==> src/rtl/sm_loader_pkg.sv <==
// Shared definitions for the instruction-memory loader: sync byte, FSM encoding, word size.
// Latency: n/a (definitions only).
// Backpressure: n/a.
package sm_loader_pkg;

  // Byte that opens every load frame
  localparam logic [7:0] SYNC_BYTE = 8'hA5;

  // Bytes per instruction word (little-endian assembly)
  localparam int WORD_BYTES = 4;

  // Loader FSM encoding; CHK is only reachable when the checksum build option is enabled
  typedef enum logic [2:0] {
    IDLE,
    NODE,
    CNT_LO,
    CNT_HI,
    DATA,
    CHK,
    DONE
  } state_t;

endpackage

==> src/rtl/sm_word_assembler.sv <==
// Collects payload bytes little-endian into a 32-bit word and flags the completing byte.
// Latency: word_o/word_done_o are combinational on the 4th byte (earlier bytes registered).
// Backpressure: none; advances only on byte_vld_i, so stalls keep a partial word intact.
module sm_word_assembler
  import sm_loader_pkg::*;
(
  input  logic                    clk,
  input  logic                    rst_n,
  input  logic                    clr_i,
  input  logic                    byte_vld_i,
  input  logic [7:0]              byte_i,
  output logic [8*WORD_BYTES-1:0] word_o,
  output logic                    word_done_o
);

  localparam int               IDX_W    = $clog2(WORD_BYTES);
  localparam logic [IDX_W-1:0] LAST_IDX = IDX_W'(WORD_BYTES - 1);

  // Only the lower bytes need storage; the top byte is taken straight from the input
  logic [IDX_W-1:0]              idx_q, idx_d;
  logic [8*(WORD_BYTES-1)-1:0]   lanes_q, lanes_d;

  assign word_done_o = byte_vld_i && (idx_q == LAST_IDX);
  assign word_o      = {byte_i, lanes_q};

  // Next byte index and lane contents: byte k lands in bits [8k+7:8k]
  always_comb begin
    idx_d   = idx_q;
    lanes_d = lanes_q;
    if (clr_i) begin
      idx_d = '0;
    end else if (byte_vld_i) begin
      if (idx_q == LAST_IDX) begin
        idx_d = '0;
      end else begin
        lanes_d[{idx_q, 3'b000} +: 8] = byte_i;
        idx_d = idx_q + 1'b1;
      end
    end
  end

  // Byte index and lane registers
  always_ff @(posedge clk or negedge rst_n) begin
    if (!rst_n) begin
      idx_q   <= '0;
      lanes_q <= '0;
    end else begin
      idx_q   <= idx_d;
      lanes_q <= lanes_d;
    end
  end

endmodule

==> src/rtl/sm_imem_loader.sv <==
// Parses A5/node/count/payload frames from a byte stream and writes words into a node's instruction memory.
// Latency: write strobe one cycle after the 4th byte of a word; load_done one cycle after the last frame byte.
// Backpressure: in_ready low only in the single DONE cycle; payload sustained at one byte per cycle.
// Build option: SM_IMEM_LOADER_CHECKSUM_EN adds a trailing XOR checksum byte (CHK state).
module sm_imem_loader
  import sm_loader_pkg::*;
#(
  parameter int NODES  = 9,
  parameter int SIZE   = 128,
  parameter int NODE_W = $clog2(NODES),
  parameter int ADDR_W = $clog2(SIZE)
) (
  input  logic              clk,
  input  logic              rst_n,
  input  logic [7:0]        in_data,
  input  logic              in_valid,
  output logic              in_ready,
  output logic              wr_en,
  output logic [NODE_W-1:0] wr_node,
  output logic [ADDR_W-1:0] wr_addr,
  output logic [31:0]       wr_data,
  output logic              cpu_hold,
  output logic              load_done,
  output logic              load_err
);

  localparam logic [7:0]      NODE_LIM = 8'(NODES);
  // One extra address bit lets the counter park at SIZE instead of wrapping
  localparam logic [ADDR_W:0] ADDR_LIM = (ADDR_W + 1)'(SIZE);

`ifdef SM_IMEM_LOADER_CHECKSUM_EN
  localparam state_t POST_DATA = CHK;
`else
  localparam state_t POST_DATA = DONE;
`endif

  state_t              state_q, state_d;
  logic                in_ready_q, in_ready_d;
  logic [NODE_W-1:0]   node_q, node_d;
  logic                node_ok_q, node_ok_d;
  logic [7:0]          cnt_lo_q, cnt_lo_d;
  logic [15:0]         words_left_q, words_left_d;
  logic [ADDR_W:0]     addr_q, addr_d;
  logic                wr_en_q, wr_en_d;
  logic [NODE_W-1:0]   wr_node_q, wr_node_d;
  logic [ADDR_W-1:0]   wr_addr_q, wr_addr_d;
  logic [31:0]         wr_data_q, wr_data_d;
  logic                cpu_hold_q, cpu_hold_d;
  logic                load_done_q, load_done_d;
  logic                load_err_q, load_err_d;
`ifdef SM_IMEM_LOADER_CHECKSUM_EN
  logic [7:0]          chk_q, chk_d;
`endif

  logic                accept;
  logic                asm_clr;
  logic                asm_vld;
  logic [31:0]         asm_word;
  logic                asm_done;

  assign accept = in_valid && in_ready_q;

  sm_word_assembler u_asm (
    .clk         (clk),
    .rst_n       (rst_n),
    .clr_i       (asm_clr),
    .byte_vld_i  (asm_vld),
    .byte_i      (in_data),
    .word_o      (asm_word),
    .word_done_o (asm_done)
  );

  // Frame parser: next state, counters, write strobe and status flags
  always_comb begin
    state_d      = state_q;
    node_d       = node_q;
    node_ok_d    = node_ok_q;
    cnt_lo_d     = cnt_lo_q;
    words_left_d = words_left_q;
    addr_d       = addr_q;
    wr_en_d      = 1'b0;
    wr_node_d    = wr_node_q;
    wr_addr_d    = wr_addr_q;
    wr_data_d    = wr_data_q;
    cpu_hold_d   = cpu_hold_q;
    load_err_d   = load_err_q;
    asm_clr      = 1'b0;
    asm_vld      = 1'b0;
`ifdef SM_IMEM_LOADER_CHECKSUM_EN
    chk_d        = chk_q;
`endif

    case (state_q)
      IDLE: begin
        // Anything but the sync byte is swallowed while idle
        if (accept && (in_data == SYNC_BYTE)) begin
          cpu_hold_d = 1'b1;
          load_err_d = 1'b0;
`ifdef SM_IMEM_LOADER_CHECKSUM_EN
          chk_d      = 8'h00;
`endif
          state_d    = NODE;
        end
      end
      NODE: begin
        if (accept) begin
          node_d    = in_data[NODE_W-1:0];
          node_ok_d = (in_data < NODE_LIM);
          if (in_data >= NODE_LIM) begin
            load_err_d = 1'b1;
          end
          state_d = CNT_LO;
        end
      end
      CNT_LO: begin
        if (accept) begin
          cnt_lo_d = in_data;
          state_d  = CNT_HI;
        end
      end
      CNT_HI: begin
        if (accept) begin
          words_left_d = {in_data, cnt_lo_q};
          addr_d       = '0;
          asm_clr      = 1'b1;
          state_d      = ({in_data, cnt_lo_q} == 16'd0) ? POST_DATA : DATA;
        end
      end
      DATA: begin
        if (accept) begin
          asm_vld = 1'b1;
`ifdef SM_IMEM_LOADER_CHECKSUM_EN
          chk_d   = chk_q ^ in_data;
`endif
          if (asm_done) begin
            // Bad node: frame is drained silently, error already flagged
            if (node_ok_q) begin
              if (addr_q < ADDR_LIM) begin
                wr_en_d   = 1'b1;
                wr_node_d = node_q;
                wr_addr_d = addr_q[ADDR_W-1:0];
                wr_data_d = asm_word;
              end else begin
                load_err_d = 1'b1;
              end
            end
            if (addr_q != ADDR_LIM) begin
              addr_d = addr_q + 1'b1;
            end
            words_left_d = words_left_q - 16'd1;
            if (words_left_q == 16'd1) begin
              state_d = POST_DATA;
            end
          end
        end
      end
`ifdef SM_IMEM_LOADER_CHECKSUM_EN
      CHK: begin
        // A bad checksum only flags; writes already issued stay in memory
        if (accept) begin
          if (in_data != chk_q) begin
            load_err_d = 1'b1;
          end
          state_d = DONE;
        end
      end
`endif
      DONE: begin
        cpu_hold_d = 1'b0;
        state_d    = IDLE;
      end
      default: begin
        state_d = IDLE;
      end
    endcase

    // Registered so the pulse/stall coincide exactly with the DONE cycle
    load_done_d = (state_d == DONE);
    in_ready_d  = (state_d != DONE);
  end

  // State, counters and registered outputs; reset drops the load and releases the cores
  always_ff @(posedge clk or negedge rst_n) begin
    if (!rst_n) begin
      state_q      <= IDLE;
      in_ready_q   <= 1'b0;
      node_q       <= '0;
      node_ok_q    <= 1'b0;
      cnt_lo_q     <= '0;
      words_left_q <= '0;
      addr_q       <= '0;
      wr_en_q      <= 1'b0;
      wr_node_q    <= '0;
      wr_addr_q    <= '0;
      wr_data_q    <= '0;
      cpu_hold_q   <= 1'b0;
      load_done_q  <= 1'b0;
      load_err_q   <= 1'b0;
`ifdef SM_IMEM_LOADER_CHECKSUM_EN
      chk_q        <= '0;
`endif
    end else begin
      state_q      <= state_d;
      in_ready_q   <= in_ready_d;
      node_q       <= node_d;
      node_ok_q    <= node_ok_d;
      cnt_lo_q     <= cnt_lo_d;
      words_left_q <= words_left_d;
      addr_q       <= addr_d;
      wr_en_q      <= wr_en_d;
      wr_node_q    <= wr_node_d;
      wr_addr_q    <= wr_addr_d;
      wr_data_q    <= wr_data_d;
      cpu_hold_q   <= cpu_hold_d;
      load_done_q  <= load_done_d;
      load_err_q   <= load_err_d;
`ifdef SM_IMEM_LOADER_CHECKSUM_EN
      chk_q        <= chk_d;
`endif
    end
  end

  assign in_ready  = in_ready_q;
  assign wr_en     = wr_en_q;
  assign wr_node   = wr_node_q;
  assign wr_addr   = wr_addr_q;
  assign wr_data   = wr_data_q;
  assign cpu_hold  = cpu_hold_q;
  assign load_done = load_done_q;
  assign load_err  = load_err_q;

endmodule

==> config.mk <==
export PLATFORM = sky130hd
export DESIGN_NAME = sm_imem_loader
export DESIGN_NICKNAME = d
export VERILOG_FILES = /design/src/rtl/sm_loader_pkg.sv /design/src/rtl/sm_word_assembler.sv /design/src/rtl/sm_imem_loader.sv
export SDC_FILE = /design/constraint.sdc
export NUM_CORES = 1
export LEC_CHECK = 0
export CAP_MARGIN = 20
export CORE_AREA = 2 2 97 99
export DETAILED_ROUTE_END_ITERATION = 10
export DIE_AREA = 0 0 99 101
export GPL_ROUTABILITY_DRIVEN = 0
export PLACE_DENSITY_LB_ADDON = 0.3
export SLEW_MARGIN = 10
export SYNTH_ARGS = -nofsm -noshare
export SYNTH_HDL_FRONTEND = slang
export SYNTH_HIERARCHICAL = 1
export SYNTH_SLANG_ARGS = --single-unit
==> constraint.sdc <==
create_clock -name clk -period 4.43 [get_ports clk]
set_input_delay 0.443 -clock clk [delete_from_list [all_inputs] [get_ports clk]]
set_output_delay 0.443 -clock clk [all_outputs]
set_load 0.1 [all_outputs]
==> flow_summary_export.csv, run 1 <==
group,metric,value,unit
synth,synth.distinct_cells,56,
finish,drive_gt1_share,18.2,%
global_routing,grt_antenna_before_repair,0,
finish,n_fill_cell,599,
setup_path,reg2reg_slack,1.34,ns
setup_path,start_kind,"flip-flop",
sta,timing_hold_violations_final,0,
setup_path,timing.reg2reg.worst_path_depth,7,
synth,post-synth-top-count-cell,"dfrtp_1",
global_routing,grt_start_max_net_pins,79,
setup_path,path_max_fanout,33,
floorplanning,die-area,10000,um^2
global_routing,grt_pass1_vias,3810,
setup_path,critPathBufInv,1,
placement,io_buffers,58,
finish,n_antenna_cell,0,
sta,rsz0062_at_grt,"no",
global_routing,grt_pass1_wl,19300,um
synth,synth_top_area_share,54.2,%
synth,synthTopCellsByCount,"114 x dfrtp_1, 42 x mux2_2, 26 x a21oi_1, 24 x a22o_1, 24 x nand2_1",
clock_tree,path_clk_slew,0.06,ns
synth,synth_cells,443,
synth,syn_area,5260,um^2
pwr,power_density,512,nW/um^2
setup_path,max_stage_delay,0.68,ns
finish,syn_to_final_growth,22.1,%
drt,drt_iter0_markers,374,
clock_tree,ctsHoldBuffers,0,
status,status,"finished clean",
drt,totalWireLength,11900,um
synth,seq_area_frac_synth,54.2,%
setup_path,critPathCaptureType,"flip-flop",
floorplanning,rows,35,
sta,max_freq,0.324,GHz
global_routing,track_usage,25.1,%
job,cap_viol_max_count,0,
clock_tree,worstSkewPairLatency,0.51,ns
finish,regArea,2850,um^2
clock_tree,clock_path_buffers,2,
finish,final_nets,512,
setup_path,crit_slowest_cell,"or3b_2",
setup_path,arrival,3.48,ns
finish,multiInputGateArea,2160,um^2
clock_tree,cts_tree,"built",
finish,final_util,71.5,%
synth,synth_fp_nets,463,
floorplanning,pin_count,59,
setup_path,worstSetupStartpoint,"state_q[0]",
floorplanning,start_util,58.6,%
drt,final_antenna_net_count,0,
synth,synth_area_per_cell,11.9,um^2
synth,synth_top_area_cell,"dfrtp_1",
setup_path,rr_startpoint,"state_q[0]",
sta,slew_headroom,33.9,%
setup_path,crit_path_end,"wr_data[20]",
floorplanning,die_x,99,um
placement,dp_hpwl,7440,um
floorplanning,die_y,101,um
setup_path,crit_chain,"or3b_1, nor2_1, and2_2, nand3_1, or3b_2, buf_12, mux2_1",
clock_tree,cts_max_level,4,
sta,skew,0.00882,ns
synth,synth_ff_type,"dfrtp_1",
min_path,hold_path.class,"in2async",
synth,synth_area_leaders,"dfrtp_1 54%, mux2_2 9.0%, a22o_1 4.0%",
setup_path,reg2reg_to,"wr_data[20]",
sta,finalCriticalPeriod,3.09,ns
sta,period_share,69.7,%
synth,synth-edff-count,0,
clock_tree,cts_made_buffers,17,
setup_path,crit_family,"simple AND/OR/NAND/NOR gates",
synth,async_flop_share,100,%
setup_path,critical_path_class,"reg2reg",
drt,post_drt_via_cell_ratio,6.30,
floorplanning,core_area,8980,um^2
setup_path,required,4.82,ns
synth,yosysWarnings,6,
sta,worstMarginPinSlew,0.988,ns
sta,setup_violations,0,
sta,setup_tns,0,ns
clock_tree,ctsRootBufferMaster,"clkbuf_8",
sta,drv_slew,0,
clock_tree,cts_resized,0,
setup_path,path_depth,7,
clock_tree,cts_setup_buffers,0,
drt,drc_errors,0,
global_routing,overflow,0,
synth,synth-seq-cells,114,
pwr,vdd_ir_drop_max,0.312,mV
drt,wl_per_cell,19.4,um
pwr,leakage,3.01,nW
drt,drtPass1Iterations,5,
drt,num_vias,3883,
clock_tree,clock-sinks,114,
-- routing by layer --
layer	GRT usage, %	part of all wire (%)	vias up
met1	32.3	42	1966
li1	-	-	1743
met5	0	0	-
met2	40.7	50	152
met3	5.96	5.9	22
met4	11.1	2.6	0
-- worst reg2reg max path, delay by kind of cell, from the launching register on --
kind | cells | cell delay, ns
buffers and inverters | 1 | 0.26
muxes | 1 | 0.35
DFF | 1 | 0.54
and+or+nand+nor | 5 | 1.82
-- stage by stage --
stage / std cells / area [um^2] / hold WS, ns / worst slack, ns / total power, mW
after floorplan: 443 / 5260 / 0.147 / 1.42 / 1.77
after global placement: 583 / 5810 / 0.460 / 1.08 / 1.89
after detailed placement: 583 / 5810 / 0.480 / 0.923 / 1.93
after CTS: 615 / 6400 / 0.105 / 1.18 / 3.29
after global routing: 616 / 6420 / 0.158 / 1.16 / 3.44
final: 616 / 6420 / 0.0560 / 1.34 / 3.29
-- where the power goes --
group | switching, mW | leakage [nW] | internal (mW)
clock network | 0.483 | 0.284 | 0.870
logic | 0.359 | 1.18 | 0.246
registers | 0.147 | 1.55 | 1.18
total | 0.989 | 3.01 | 2.30
-- layout by cell type (no fill, tap or decap), types with 9 or more instances in the layout --
cell and n:
nand2_1 24, o21ai_0 19, mux2_2 42, dfrtp_1 114, clkdlybuf4s50_1 57, mux2_1 13
nor2_1 15, a21oi_1 26, ha_1 9, nand3_1 12, a22o_1 24, clkbuf_16 16
inv_1 12
-- layout make-up --
| class | instances | area share [%] |
|---|---|---|
| sequential | 114 | 44.4 |
| multi-input combinational | 283 | 33.7 |
| timing repair buffer | 63 | 9.78 |
| clock buffer | 19 | 6.72 |
| clock inverter | 13 | 2.47 |
| tap | 111 | 2.16 |
| inverter | 13 | 0.760 |
-- registers in the layout, indices dropped and copies added (netlist names), 4 cells and up --
register	count
addr_q	8
node_q	4
wr_addr	7
wr_node	4
words_left_q	16
u_asm/lanes_q	24
wr_data	32
cnt_lo_q	8
-- cell families after synthesis --
family          share of synthesized area, %
compound gates                          13.3
fa+ha+maj                               2.14
buf+inv                                 4.73
flops                                   54.2
mux                                     12.7
simple gates                            12.8
-- worst min path at each step --
stage,slack [ns],cells past startpoint,end,start
after floorplan,0.15,0,addr_q[0],rst_n
after global placement,0.46,1,wr_node[0],node_q[0]
after detailed placement,0.48,1,wr_addr[2],wr_addr[2]
after CTS,0.11,1,wr_data[11],rst_n
after global routing,0.16,1,wr_data[11],rst_n
final,0.06,1,wr_en,rst_n
(Power assumes the default switching activity.)
==> run 2: changes to the inputs <==
--- a/config.mk
+++ b/config.mk
@@ -6,9 +6,9 @@
 export NUM_CORES = 1
 export LEC_CHECK = 0
 export CAP_MARGIN = 20
-export CORE_AREA = 2 2 97 99
+export CORE_AREA = 2 2 105 107
 export DETAILED_ROUTE_END_ITERATION = 10
-export DIE_AREA = 0 0 99 101
+export DIE_AREA = 0 0 107 109
 export GPL_ROUTABILITY_DRIVEN = 0
 export PLACE_DENSITY_LB_ADDON = 0.3
 export SLEW_MARGIN = 10
==> constraint.sdc (replaced) <==
create_clock -name clk -period 2.75 [get_ports clk]
set_input_delay 0.275 -clock clk [delete_from_list [all_inputs] [get_ports clk]]
set_output_delay 0.275 -clock clk [all_outputs]
set_load 0.1 [all_outputs]
==> flow_summary_export.csv, run 2 (synthesis gave the netlist of run 1 again) <==
group,metric,value,unit
setup_path,path_max_fanout,24,
placement,dp_hpwl,8150,um
drt,totalWireLength,11900,um
status,status,"finished clean",
finish,final_nets,535,
sta,slew_headroom,49.8,%
global_routing,grt_start_max_net_pins,63,
clock_tree,cts_tree,"built",
sta,timing_hold_violations_final,0,
clock_tree,ctsRootBufferMaster,"clkbuf_8",
sta,max_freq,0.412,GHz
drt,drt_iter0_markers,247,
clock_tree,cts_resized,0,
pwr,power_density,803,nW/um^2
floorplanning,pin_count,59,
sta,period_share,88.3,%
finish,final_cell_mix,"113 x dfrtp_1, 76 x buf_4, 42 x mux2_2",
global_routing,overflow,0,
clock_tree,path_clk_slew,0.06,ns
floorplanning,die-area,11700,um^2
floorplanning,die_y,109,um
setup_path,crit_slowest_cell,"or3b_2",
pwr,clkPwrFrac,39.7,%
finish,final_cell_area,6490,um^2
setup_path,arrival,2.81,ns
finish,drive_gt1_share,31.1,%
sta,worstMarginPinSlew,0.753,ns
floorplanning,start_util,49.6,%
drt,wl_per_cell,17.8,um
sta,setup_violations,0,
clock_tree,clock-sinks,114,
finish,n_fill_cell,861,
drt,post_drt_via_cell_ratio,5.68,
global_routing,grt_pass1_vias,3730,
sta,rsz0062_at_grt,"no",
floorplanning,die_x,107,um
placement,place_area,5910,um^2
floorplanning,core_area,10600,um^2
global_routing,track_usage,22.0,%
sta,finalCriticalPeriod,2.43,ns
setup_path,max_stage_delay,0.49,ns
setup_path,required,3.13,ns
clock_tree,cts_made_buffers,17,
clock_tree,clock_path_buffers,2,
clock_tree,cts_max_level,4,
pwr,comb_power_share,19.3,%
setup_path,crit_chain,"or3b_1, nor2_4, and2_2, nand3_1, or3b_2, buf_4, mux2_1",
sta,drv_slew,0,
global_routing,grt_pass1_wl,19300,um
setup_path,critPathCaptureType,"flip-flop",
floorplanning,rows,38,
pwr,total_power,5.21,mW
pwr,p_sw_share,30.1,%
pwr,vdd_ir_drop_max,0.386,mV
setup_path,start_kind,"flip-flop",
pwr,power_frac_seq,41.0,%
clock_tree,worstSkewPairLatency,0.51,ns
min_path,hold_path.class,"in2async",
finish,n_antenna_cell,0,
pwr,p_switching,1.57,mW
drt,drc_errors,0,
finish,syn_to_final_growth,23.3,%
drt,drtPass1Iterations,4,
finish,fin_cells,668,
sta,skew,0.00849,ns
placement,dp_cells,635,
pwr,leakage,3.18,nW
global_routing,grt_antenna_before_repair,0,
sta,setup_tns,0,ns
setup_path,critical_path_class,"reg2reg",
drt,num_vias,3794,
placement,io_buffers,58,
drt,final_antenna_net_count,0,
job,cap_viol_max_count,0,
finish,largest_reg_flops,32,
finish,layout_commonest_cell,"dfrtp_1",
pwr,power.internal,3.64,mW
==> run 2: area by class of cell <==
class                      count  area (um^2)  area share [%]
multi-input combinational    283         2170            33.4
tap                          140          175            2.70
clock buffer                  19          432            6.66
sequential                   114         2850            44.0
inverter                      13         48.8           0.752
clock inverter                13          136            2.10
timing repair buffer          86          671            10.3
==> run 2: per-layer routing <==
layer	GRT usage (%)	wire, um	up-vias
met5	0	0	-
met4	7.42	109	0
met3	6.04	579	10
met2	37.4	6150	111
met1	27.3	5050	1880
li1	-	-	1793
==> run 2: final timing paths <==
check,start,end,slack [ns],depth (start not counted)
worst min register to register,node_q[0],wr_node[0],0.49,1
worst min-delay path,rst_n,wr_en,0.38,2
worst max register to register,state_q[1],wr_addr[5],0.32,7
min in group clk,node_q[0],wr_node[0],0.49,1
worst max-delay path,state_q[1],wr_addr[5],0.32,7
max in group asynchronous,rst_n,in_ready,1.53,3
==> run 2: metrics by stage <==
| stage | utilization, % | setup WS (ns) | hold WS, ns |
|---|---|---|---|
| detailed placement | 55.7 | 0.188 | 0.398 |
| CTS | 61.2 | 0.317 | 0.395 |
| finish | 61.2 | 0.321 | 0.377 |
| global route | 61.2 | 0.243 | 0.432 |
| global placement | 55.7 | 0.282 | 0.387 |
| floorplan | - | 0.00113 | -0.0206 |
==> run 2: repair_timing <==
action	4_1_cts	5_1_grt
hold endpoints to repair	59	0
hold buffers	1	0
buffers inserted	0	0
==> run 2: critical path: cells and delay by family (launching register included) <==
kind | cells | cell delay (ns)
buffers and inverters | 1 | 0.25
multiplexers | 1 | 0.36
AND/OR/NAND/NOR | 5 | 1.30
flip-flops | 1 | 0.38
==> run 2: power groups by stage <==
| stage | clock [mW] | sequential, mW | combinational, mW |
|---|---|---|---|
| after global routing | 2.20 | 2.17 | 1.13 |
| final | 2.07 | 2.14 | 1.00 |
| after CTS | 2.11 | 2.13 | 1.01 |
| after floorplan | 0 | 2.08 | 0.766 |
| after detailed placement | 0 | 2.16 | 1.00 |
| after global placement | 0 | 2.15 | 0.953 |
==> run 3: changes to the inputs <==
--- a/config.mk
+++ b/config.mk
@@ -6,13 +6,11 @@
 export NUM_CORES = 1
 export LEC_CHECK = 0
 export CAP_MARGIN = 20
-export CORE_AREA = 2 2 105 107
+export CORE_AREA = 2 2 104 106
 export DETAILED_ROUTE_END_ITERATION = 10
-export DIE_AREA = 0 0 107 109
-export GPL_ROUTABILITY_DRIVEN = 0
+export DIE_AREA = 0 0 106 108
 export PLACE_DENSITY_LB_ADDON = 0.3
 export SLEW_MARGIN = 10
 export SYNTH_ARGS = -nofsm -noshare
 export SYNTH_HDL_FRONTEND = slang
-export SYNTH_HIERARCHICAL = 1
 export SYNTH_SLANG_ARGS = --single-unit
==> flow_summary_export.csv, run 3 <==
group,metric,value,unit
pwr,power.internal,4.22,mW
setup_path,required,3.15,ns
finish,largest_reg_flops,32,
placement,dp_cells,648,
drt,wl_per_cell,16.9,um
global_routing,grt_antenna_before_repair,0,
synth,synth_area_per_cell,11.0,um^2
synth,synthTopCellsByCount,"114 x dfrtp_1, 69 x nand2_1, 53 x mux2_2, 46 x o21ai_0, 25 x nor2_1",
sta,worstMarginPinSlew,0.662,ns
sta,setup_tns,0,ns
finish,final_nets,552,
sta,skew,0.00747,ns
global_routing,overflow,0,
synth,syn_area,5090,um^2
synth,synth-edff-count,0,
finish,drive_gt1_share,28.9,%
setup_path,crit_family,"compound AO/OA/AOI/OAI gates",
pwr,total_power,7.66,mW
placement,gp_congestion,0.836,
finish,n_antenna_cell,0,
floorplanning,pin_count,59,
setup_path,max_stage_delay,0.47,ns
drt,drt_iter0_markers,300,
drt,drtPass1Iterations,5,
placement,io_buffers,58,
drt,final_antenna_net_count,0,
finish,syn_to_final_growth,23.6,%
placement,dp_hpwl,7520,um
synth,seq_area_frac_synth,56.0,%
pwr,p_switching,3.43,mW
clock_tree,ctsRootBufferMaster,"clkbuf_8",
pwr,power_density,1220,nW/um^2
pwr,clkPwrFrac,25.6,%
clock_tree,clock_path_buffers,2,
pwr,vdd_ir_drop_max,0.612,mV
setup_path,crit_slowest_cell,"dfrtp_1",
global_routing,track_usage,21.3,%
global_routing,grt_pass1_vias,3672,
sta,drv_slew,0,
pwr,power_frac_seq,32.0,%
clock_tree,path_clk_slew,0.06,ns
global_routing,grt_pass1_wl,18800,um
setup_path,start_kind,"flip-flop",
finish,final_util,61.5,%
synth,synth_cells,463,
finish,final_cell_mix,"114 x dfrtp_1, 69 x nand2_1, 64 x buf_4",
clock_tree,ctsHoldBuffers,1,
drt,post_drt_via_cell_ratio,5.59,
floorplanning,start_util,49.8,%
synth,synth_ff_type,"dfrtp_1",
setup_path,crit_chain,"ha_1, nor4bb_1, o21a_1, buf_4, o21ai_0, a221o_1",
synth,synth-seq-cells,114,
status,status,"finished clean",
setup_path,arrival,2.62,ns
clock_tree,cts_max_level,4,
setup_path,critPathBufInv,1,
floorplanning,rows,37,
synth,async_flop_share,100,%
synth,synth.distinct_cells,57,
synth,post-synth-top-count-cell,"dfrtp_1",
pwr,comb_power_share,42.4,%
clock_tree,cts_tree,"built",
finish,n_fill_cell,813,
synth,synth_area_leaders,"dfrtp_1 56%, mux2_2 12%, nand2_1 5.1%",
setup_path,path_max_fanout,15,
sta,max_freq,0.451,GHz
clock_tree,clock-sinks,114,
setup_path,critPathCaptureType,"flip-flop",
job,cap_viol_max_count,0,
min_path,hold_path.class,"in2async",
floorplanning,die_y,108,um
floorplanning,die-area,11400,um^2
pwr,p_sw_share,44.9,%
floorplanning,die_x,106,um
floorplanning,core_area,10200,um^2
finish,fin_cells,679,
pwr,leakage,2.96,nW
clock_tree,cts_made_buffers,17,
drt,drc_errors,0,
synth,synth_fp_nets,483,
sta,slew_headroom,55.5,%
clock_tree,worstSkewPairLatency,0.51,ns
sta,period_share,80.7,%
sta,timing_hold_violations_final,0,
sta,rsz0062_at_grt,"no",
setup_path,critical_path_class,"reg2reg",
sta,setup_violations,0,
synth,synth_top_area_cell,"dfrtp_1",
drt,num_vias,3795,
sta,finalCriticalPeriod,2.22,ns
global_routing,grt_start_max_net_pins,52,
drt,totalWireLength,11400,um
finish,layout_commonest_cell,"dfrtp_1",
clock_tree,cts_setup_buffers,0,
synth,yosysWarnings,0,
clock_tree,cts_resized,0,
synth,synth_top_area_share,56.0,%
sta,setup_slack,0.532,ns
placement,place_ws,0.454,ns
[run 3: changes by cell type in the layout (fill, tap and decap cells not counted), sizes merged, moves of 4 or more]
cell	previous run	this run
nand2	24	69
inv	14	10
nor3	7	11
nor4	9	4
mux2i	5	1
o31ai	5	0
a22o	24	0
a21oi	27	18
xor2	0	5
nand4bb	5	0
buf	76	66
nor2	15	25
o21ai	20	46
[run 3: power by group through the flow]
| stage | sequential, mW | combinational, mW | clock (mW) |
|---|---|---|---|
| CTS | 2.45 | 3.26 | 1.98 |
| floorplan | 3.87 | 1.07 | 0 |
| global route | 2.51 | 3.46 | 2.08 |
| global placement | 2.45 | 3.18 | 0 |
| finish | 2.45 | 3.25 | 1.96 |
| detailed placement | 2.48 | 3.24 | 0 |
[run 3: kinds of logic after synthesis]
logic type | Yosys count | synth area share (%)
compound gates | 92 | 10.8
xor+xnor | 7 | 1.20
fa+ha+maj | 9 | 2.21
buf+inv | 36 | 3.10
flops | 114 | 56.0
mux | 55 | 12.1
simple gates | 150 | 14.5
[run 3: layout make-up]
| type | count | area (um^2) | share of cell area (%) |
|---|---|---|---|
| clock buffer | 19 | 442 | 7.02 |
| clock inverter | 11 | 90.1 | 1.43 |
| inverter | 10 | 37.5 | 0.596 |
| multi-input combinational | 313 | 2080 | 33.1 |
| sequential | 114 | 2850 | 45.3 |
| tap | 136 | 170 | 2.70 |
| timing repair buffer | 76 | 621 | 9.86 |
[run 3: worst paths after layout]
kind                              startpoint                 to  slack (ns)  depth (start not counted)
setup / recovery              u_asm.idx_q[0]    words_left_q[6]        0.53                          6
hold / removal                         rst_n        wr_data[22]        0.28                          2
setup reg to reg              u_asm.idx_q[0]    words_left_q[6]        0.53                          6
hold reg to reg            u_asm.lanes_q[23]  u_asm.lanes_q[23]        0.47                          2
max in group asynchronous              rst_n        wr_data[28]        1.75                          3
min in group clk           u_asm.lanes_q[23]  u_asm.lanes_q[23]        0.47                          2
[run 3: metal layers]
metal / GRT usage (%) / part of all wire (%) / routed length [um] / up-vias
met1: 28.6 / 44 / 5050 / 1870
met2: 34.1 / 49 / 5620 / 126
met4: 7.05 / 1.2 / 143 / 0
met5: 0 / 0 / 0 / -
met3: 5.67 / 5.5 / 630 / 14
li1: - / - / - / 1785
[run 3: through the flow]
stage          cell area, um^2  hold slack [ns]
2_1_floorplan             5090          -0.0206
3_3_place_gp              5750            0.274
3_5_place_dp              5750            0.283
4_1_cts                   6290            0.286
5_1_grt                   6290            0.307
6_report                  6290            0.284
